--- src/rtl/lsu_ctrl.sv ---
// Load/store initiator: turns one byte-addressed pipeline request at a time into
// word accesses on a synchronous data memory, with sub-word extract/merge and fault checks.
module lsu_ctrl #(
    parameter int unsigned DEPTH = 41
) (
    input  logic        clk,
    input  logic        reset,
    input  logic        req_valid,
    output logic        req_ready,
    input  logic        req_write,
    input  logic [31:0] req_addr,
    input  logic [1:0]  req_size,
    input  logic        req_signed,
    input  logic [31:0] req_wdata,
    output logic        resp_valid,
    output logic [31:0] resp_rdata,
    output logic        resp_fault,
    output logic [31:0] mem_address,
    output logic [31:0] mem_write_data,
    output logic        mem_write_signal,
    input  logic [31:0] mem_read_data
);

    typedef enum logic [2:0] {
        IDLE,
        RD_ISSUE,
        RD_CAPT,
        WR,
        RESP
    } state_t;

    localparam logic [1:0]  SIZE_BYTE = 2'b00;
    localparam logic [1:0]  SIZE_HALF = 2'b01;
    localparam logic [1:0]  SIZE_WORD = 2'b10;
    localparam logic [29:0] DEPTH_W   = 30'(DEPTH);

    state_t      state;
    state_t      state_next;

    logic        write_q;
    logic [29:0] idx_q;
    logic [1:0]  lane_q;
    logic [1:0]  size_q;
    logic        signed_q;
    logic [31:0] data_q;     // store data, later the merged word for sub-word stores
    logic [31:0] rdata_q;
    logic        fault_q;

    logic        accept;
    logic        fault_now;

    function automatic logic is_fault(input logic [31:0] addr, input logic [1:0] size);
        logic bad_align;
        bad_align = 1'b0;
        case (size)
            SIZE_BYTE: bad_align = 1'b0;
            SIZE_HALF: bad_align = addr[0];
            SIZE_WORD: bad_align = (addr[1:0] != 2'b00);
            default:   bad_align = 1'b1;
        endcase
        return bad_align | (addr[31:2] >= DEPTH_W);
    endfunction

    // Little-endian lane select followed by sign or zero extension.
    function automatic logic [31:0] extract(input logic [31:0] word, input logic [1:0] lane,
                                            input logic [1:0] size, input logic sgn);
        logic [7:0]  b;
        logic [15:0] h;
        logic [31:0] result;
        b = word[7:0];
        case (lane)
            2'd0: b = word[7:0];
            2'd1: b = word[15:8];
            2'd2: b = word[23:16];
            2'd3: b = word[31:24];
        endcase
        h = lane[1] ? word[31:16] : word[15:0];
        case (size)
            SIZE_BYTE: result = {{24{sgn & b[7]}}, b};
            SIZE_HALF: result = {{16{sgn & h[15]}}, h};
            default:   result = word;
        endcase
        return result;
    endfunction

    function automatic logic [31:0] merge(input logic [31:0] word, input logic [31:0] data,
                                          input logic [1:0] lane, input logic [1:0] size);
        logic [31:0] result;
        result = word;
        case (size)
            SIZE_BYTE: begin
                case (lane)
                    2'd0: result[7:0]   = data[7:0];
                    2'd1: result[15:8]  = data[7:0];
                    2'd2: result[23:16] = data[7:0];
                    2'd3: result[31:24] = data[7:0];
                endcase
            end
            SIZE_HALF: begin
                if (lane[1]) result[31:16] = data[15:0];
                else         result[15:0]  = data[15:0];
            end
            default: result = data;
        endcase
        return result;
    endfunction

    assign req_ready = (state == IDLE);
    assign accept    = req_valid & req_ready;
    assign fault_now = is_fault(req_addr, req_size);

    // NOTE: sequential state uses non-blocking assignments so every register
    // samples the pre-edge values and simulation matches the synthesized flops.
    always_ff @(posedge clk) begin
        if (reset) begin
            state   <= IDLE;
            rdata_q <= '0;
            fault_q <= 1'b0;
        end else begin
            state <= state_next;
            if (accept) begin
                fault_q <= fault_now;
                rdata_q <= '0;
            end
            if (state == RD_CAPT && !write_q) begin
                rdata_q <= extract(mem_read_data, lane_q, size_q, signed_q);
            end
        end
    end

    // NOTE: the request/datapath registers carry no reset; they are always
    // loaded at accept before any state reads them, so reset only costs routing.
    always_ff @(posedge clk) begin
        if (accept) begin
            write_q  <= req_write;
            idx_q    <= req_addr[31:2];
            lane_q   <= req_addr[1:0];
            size_q   <= req_size;
            signed_q <= req_signed;
            data_q   <= req_wdata;
        end else if (state == RD_CAPT && write_q) begin
            data_q <= merge(mem_read_data, data_q, lane_q, size_q);
        end
    end

    // NOTE: every output of this block gets a default first, so no path through
    // the case can leave a value unassigned and infer a latch.
    always_comb begin
        state_next       = state;
        mem_address      = '0;
        mem_write_data   = '0;
        mem_write_signal = 1'b0;
        resp_valid       = 1'b0;
        resp_fault       = 1'b0;
        resp_rdata       = '0;
        case (state)
            IDLE: begin
                if (accept) begin
                    if (fault_now)                           state_next = RESP;
                    else if (req_write && req_size == SIZE_WORD) state_next = WR;
                    else                                     state_next = RD_ISSUE;
                end
            end
            RD_ISSUE: begin
                mem_address = {2'b00, idx_q};
                state_next  = RD_CAPT;
            end
            RD_CAPT: begin
                state_next = write_q ? WR : RESP;
            end
            WR: begin
                mem_address      = {2'b00, idx_q};
                mem_write_data   = data_q;
                mem_write_signal = 1'b1;
                state_next       = RESP;
            end
            RESP: begin
                resp_valid = 1'b1;
                resp_fault = fault_q;
                resp_rdata = rdata_q;
                state_next = IDLE;
            end
            default: state_next = IDLE;
        endcase
    end

endmodule

--- config.mk ---
export PLATFORM = sky130hd
export DESIGN_NAME = lsu_ctrl
export DESIGN_NICKNAME = d
export VERILOG_FILES = /design/src/rtl/lsu_ctrl.sv
export SDC_FILE = /design/constraint.sdc
export NUM_CORES = 1
export LEC_CHECK = 0
export ABC_CLOCK_PERIOD_IN_PS = 3800
export CORE_MARGIN = 2
export CORE_UTILIZATION = 48
export DETAILED_ROUTE_END_ITERATION = 16
export PLACE_DENSITY = 0.86
export SLEW_MARGIN = 10
export SYNTH_ARGS = -nofsm -noshare
export SYNTH_HDL_FRONTEND = slang
export SYNTH_SLANG_ARGS = --single-unit
export TNS_END_PERCENT = 30
--- constraint.sdc ---
create_clock -name clk -period 3.8 [get_ports clk]
set_input_delay 0.76 -clock clk [delete_from_list [all_inputs] [get_ports clk]]
set_output_delay 0.76 -clock clk [all_outputs]
set_load 0.1 [all_outputs]
==> summary.txt <==
Outcome
  • Status: complete, no violations

Power
  • Leakage: 0.003250 uW
  • Peak VDD IR: 0.2586 mV
  • Design Power: 2563 uW
  • Pwr dens: 322.5 mW/mm^2

Global routing
  • GRT busiest layer: met2
  • GR Layer Usage met3: 7.584%
  • Number of global-route vias before repair: 4,835
  • Aggregate global-route resource usage: 27.94%
  • Initial antenna violation count: 0
  • First-pass GRT wire length: 25,720 um
  • Met1 usage: 37.04%
  • Met2 GRT Util: 45.05%
  • Largest net degree at the start of global routing: 64
  • Overflow after GRT: 0

Drt
  • Via count: 4,939
  • DR pass1 iterations: 5
  • Wire per inst: 19.92 um
  • Drt via density: 5.894
  • Final antenna-violating net count: 0
  • Post-Route WL: 16,690 um
  • DRT iter0 DRCs: 486
  • Drc violations: 0

Synth
  • Distinct cells, synth: 51
  • Yosys reg bits: 104
  • Syn Inst Count: 517
  • Top post-synthesis cells by area: edfxtp_1, dfxtp_1, and3_1
  • Top_reg_cell synth: edfxtp_1
  • Syn. warnings: 0
  • Mapped Avg Cell Area: 10.47 sq um
  • Top cell type's share of synthesized area: 37.73%
  • Cell taking the most area after synthesis: edfxtp_1
  • EDFF count, synth: 68
  • Async S/R FF share, synth: 0%
  • Post-synthesis sequential area ratio: 51.04%
  • Synth Cell Area: 0.005413 sq mm

STA
  • Clock skew: 0.01098 ns
  • Hold Violations, Final: 0
  • Slew HR: 23.82%
  • Sum Neg Setup Slack: 0 ns
  • Min Hold Slack: 0.4649 ns
  • Peak Freq: 320.0 MHz
  • RSZ-0062 raised after global routing: false
  • Slew @ Worst Pin: 1.131 ns
  • # setup viols final: 0
  • Final slew viol count: 0
  • Fin crit share: 82.22%
  • Post-layout min period: 3.125 ns

Place
  • Post-DP HPWL: 12,330 um
  • Placed insts: 822
  • Placed Area: 0.007660 sq mm
  • Final GP Congestion: 0.9473
  • Port Buf Inserts: 200

Worst setup path
  • Crit end category: primary output
  • Worst R2R Path Depth: 3
  • Slowest cell on crit path: nor2b_4
  • CP required: 3.04 ns
  • Max incr delay on CP: 0.87 ns
  • CP top delay family: simple AND/OR/NAND/NOR gates
  • Setup crit start kind: register
  • Crit Path Category: register to primary output
  • Worst path bufs/invs: 1
  • Worst EP arrival: 2.36 ns
  • Crit Path Max Fanout: 63
  • CP Depth: 3
  • Cell Chain, Critical Path: nor2b_4, and3_1, buf_4

Finish
  • Share of cells above drive strength 1: 21.35%
  • Design area: 0.007946 sq mm
  • P&R area growth vs syn: 46.81%
  • Post-Layout Cell Count: 838
  • Commonest non-fill, non-tap cell in the layout: clkdlybuf4s50_1
  • N_diodes: 0
  • Commonest non-fill, non-tap cells in the layout: clkdlybuf4s50_1, buf_4, edfxtp_1, and3_1, nand2_1
  • Fillers: 774
  • Nets: 796

CTS
  • CTS tree: built
  • Clk_lat worst skew: 0.35 ns
  • Max clock buf depth: 2
  • Inserted Clock Buffers: 9
  • Postcts setup bufs: 0
  • H-tree depth: 3
  • Clock Pin Slew Worst Setup and Hold Paths: 0.08 ns
  • Root Driver: clkbuf_16
  • Clk sinks: 104
  • Post_cts resized: 0
  • Number of hold buffers added after CTS: 0

Hold path
  • Hold Path Class: register to register
  • Worst Hold Depth: 1

Floorplan
  • Row count: 38
  • Die Width: 110.2 um
  • Area of the core: 0.01094 sq mm
  • Die area: 0.01214 sq mm
  • Initial Utilization: 49.50%
  • I/O pin count: 203
  • Die H: 110.2 um

Job
  • Maxcap violations: 0
==> path summary, 6_finish.rpt <==
| check | slack (ns) | startpoint | endpoint |
|---|---|---|---|
| hold reg to reg | 0.46 | rdata_q[12] | rdata_q[12] |
| setup / recovery | 0.68 | state[0] | mem_write_data[26] |
| hold / removal | 0.46 | rdata_q[12] | rdata_q[12] |
| setup reg to reg | 1.13 | lane_q[0] | data_q[7] |
==> metal layers <==
| layer | share of wire, % | vias to the layer above |
|---|---|---|
| met5 | 0 | - |
| met3 | 9.8 | 42 |
| met4 | 2.5 | 0 |
| met2 | 47 | 290 |
| met1 | 41 | 2312 |
| li1 | - | 2295 |
==> worst reg2reg max path: stages, from the launching register on <==
cell      delay (ns)
edfxtp_1        0.63
nor2b_1         0.69
nor2_1          0.07
o21ai_0         0.90
==> Yosys cell counts (3+ instances only) <==
library cell and number:
edfxtp_1 68, and3_1 65, nand2_1 48, o21ai_0 43
dfxtp_1 36, and2_1 33, clkbuf_1 28, mux2i_1 21
a221o_1 16, buf_2 14, o2bb2ai_1 13, a21oi_1 12
a211oi_1 9, mux2_2 9, nand2b_1 9, nor2_1 8
nor4_1 8, or3_1 8, inv_1 7, nor3_1 7
o21ai_1 5, a221oi_1 4, a22o_1 4, mux4_2 4
o221ai_1 4, o22ai_1 4, nor2b_1 3
==> registers in the layout, summed over array words and instances, names as in the netlist <==
name      flops
rdata_q      32
signed_q      1
fault_q       1
size_q        2
idx_q        30
data_q       32
state         3
lane_q        2
write_q       1
==> layout make-up <==
type	instances	area, sq um	share of cell area, %
Clock inverter	7	61.31	0.7715
Timing Repair Buffer	211	2277	28.66
Tap cell	140	175.2	2.204
Inverter	10	37.54	0.4724
Clock buffer	9	225.2	2.834
Multi-Input combinational cell	357	2407	30.29
Sequential cell	104	2763	34.77
==> cell families (layout without fill, tap and decap cells) <==
family          after synthesis  in the layout  synth area share, %
buf+inv                      57            237                4.692
other cells                   1              2              0.06928
compound gates              119            119                15.05
mux                          35             35                7.836
flops                       104            104                51.04
simple gates                201            201                21.31
==> where the power goes <==
group	total, uW	internal (uW)	switching, uW	leakage (uW)
Sequential	1300	1270	27.7	0.000948
Combinational	358	170	188	0.00216
Clock	906	459	447	0.000140
Total	2560	1900	663	0.00325
==> through the flow <==
| stage | util (%) | setup slack, ns |
|---|---|---|
| 2_1_floorplan | - | 0.1929 |
| 3_5_place_dp | 70.05 | 0.5670 |
| 5_1_grt | 72.67 | 0.5185 |
| 4_1_cts | 72.67 | 0.7044 |
| 3_3_place_gp | 70.05 | 0.6926 |
| 6_report | 72.67 | 0.6755 |
(Power assumes the default switching activity.)
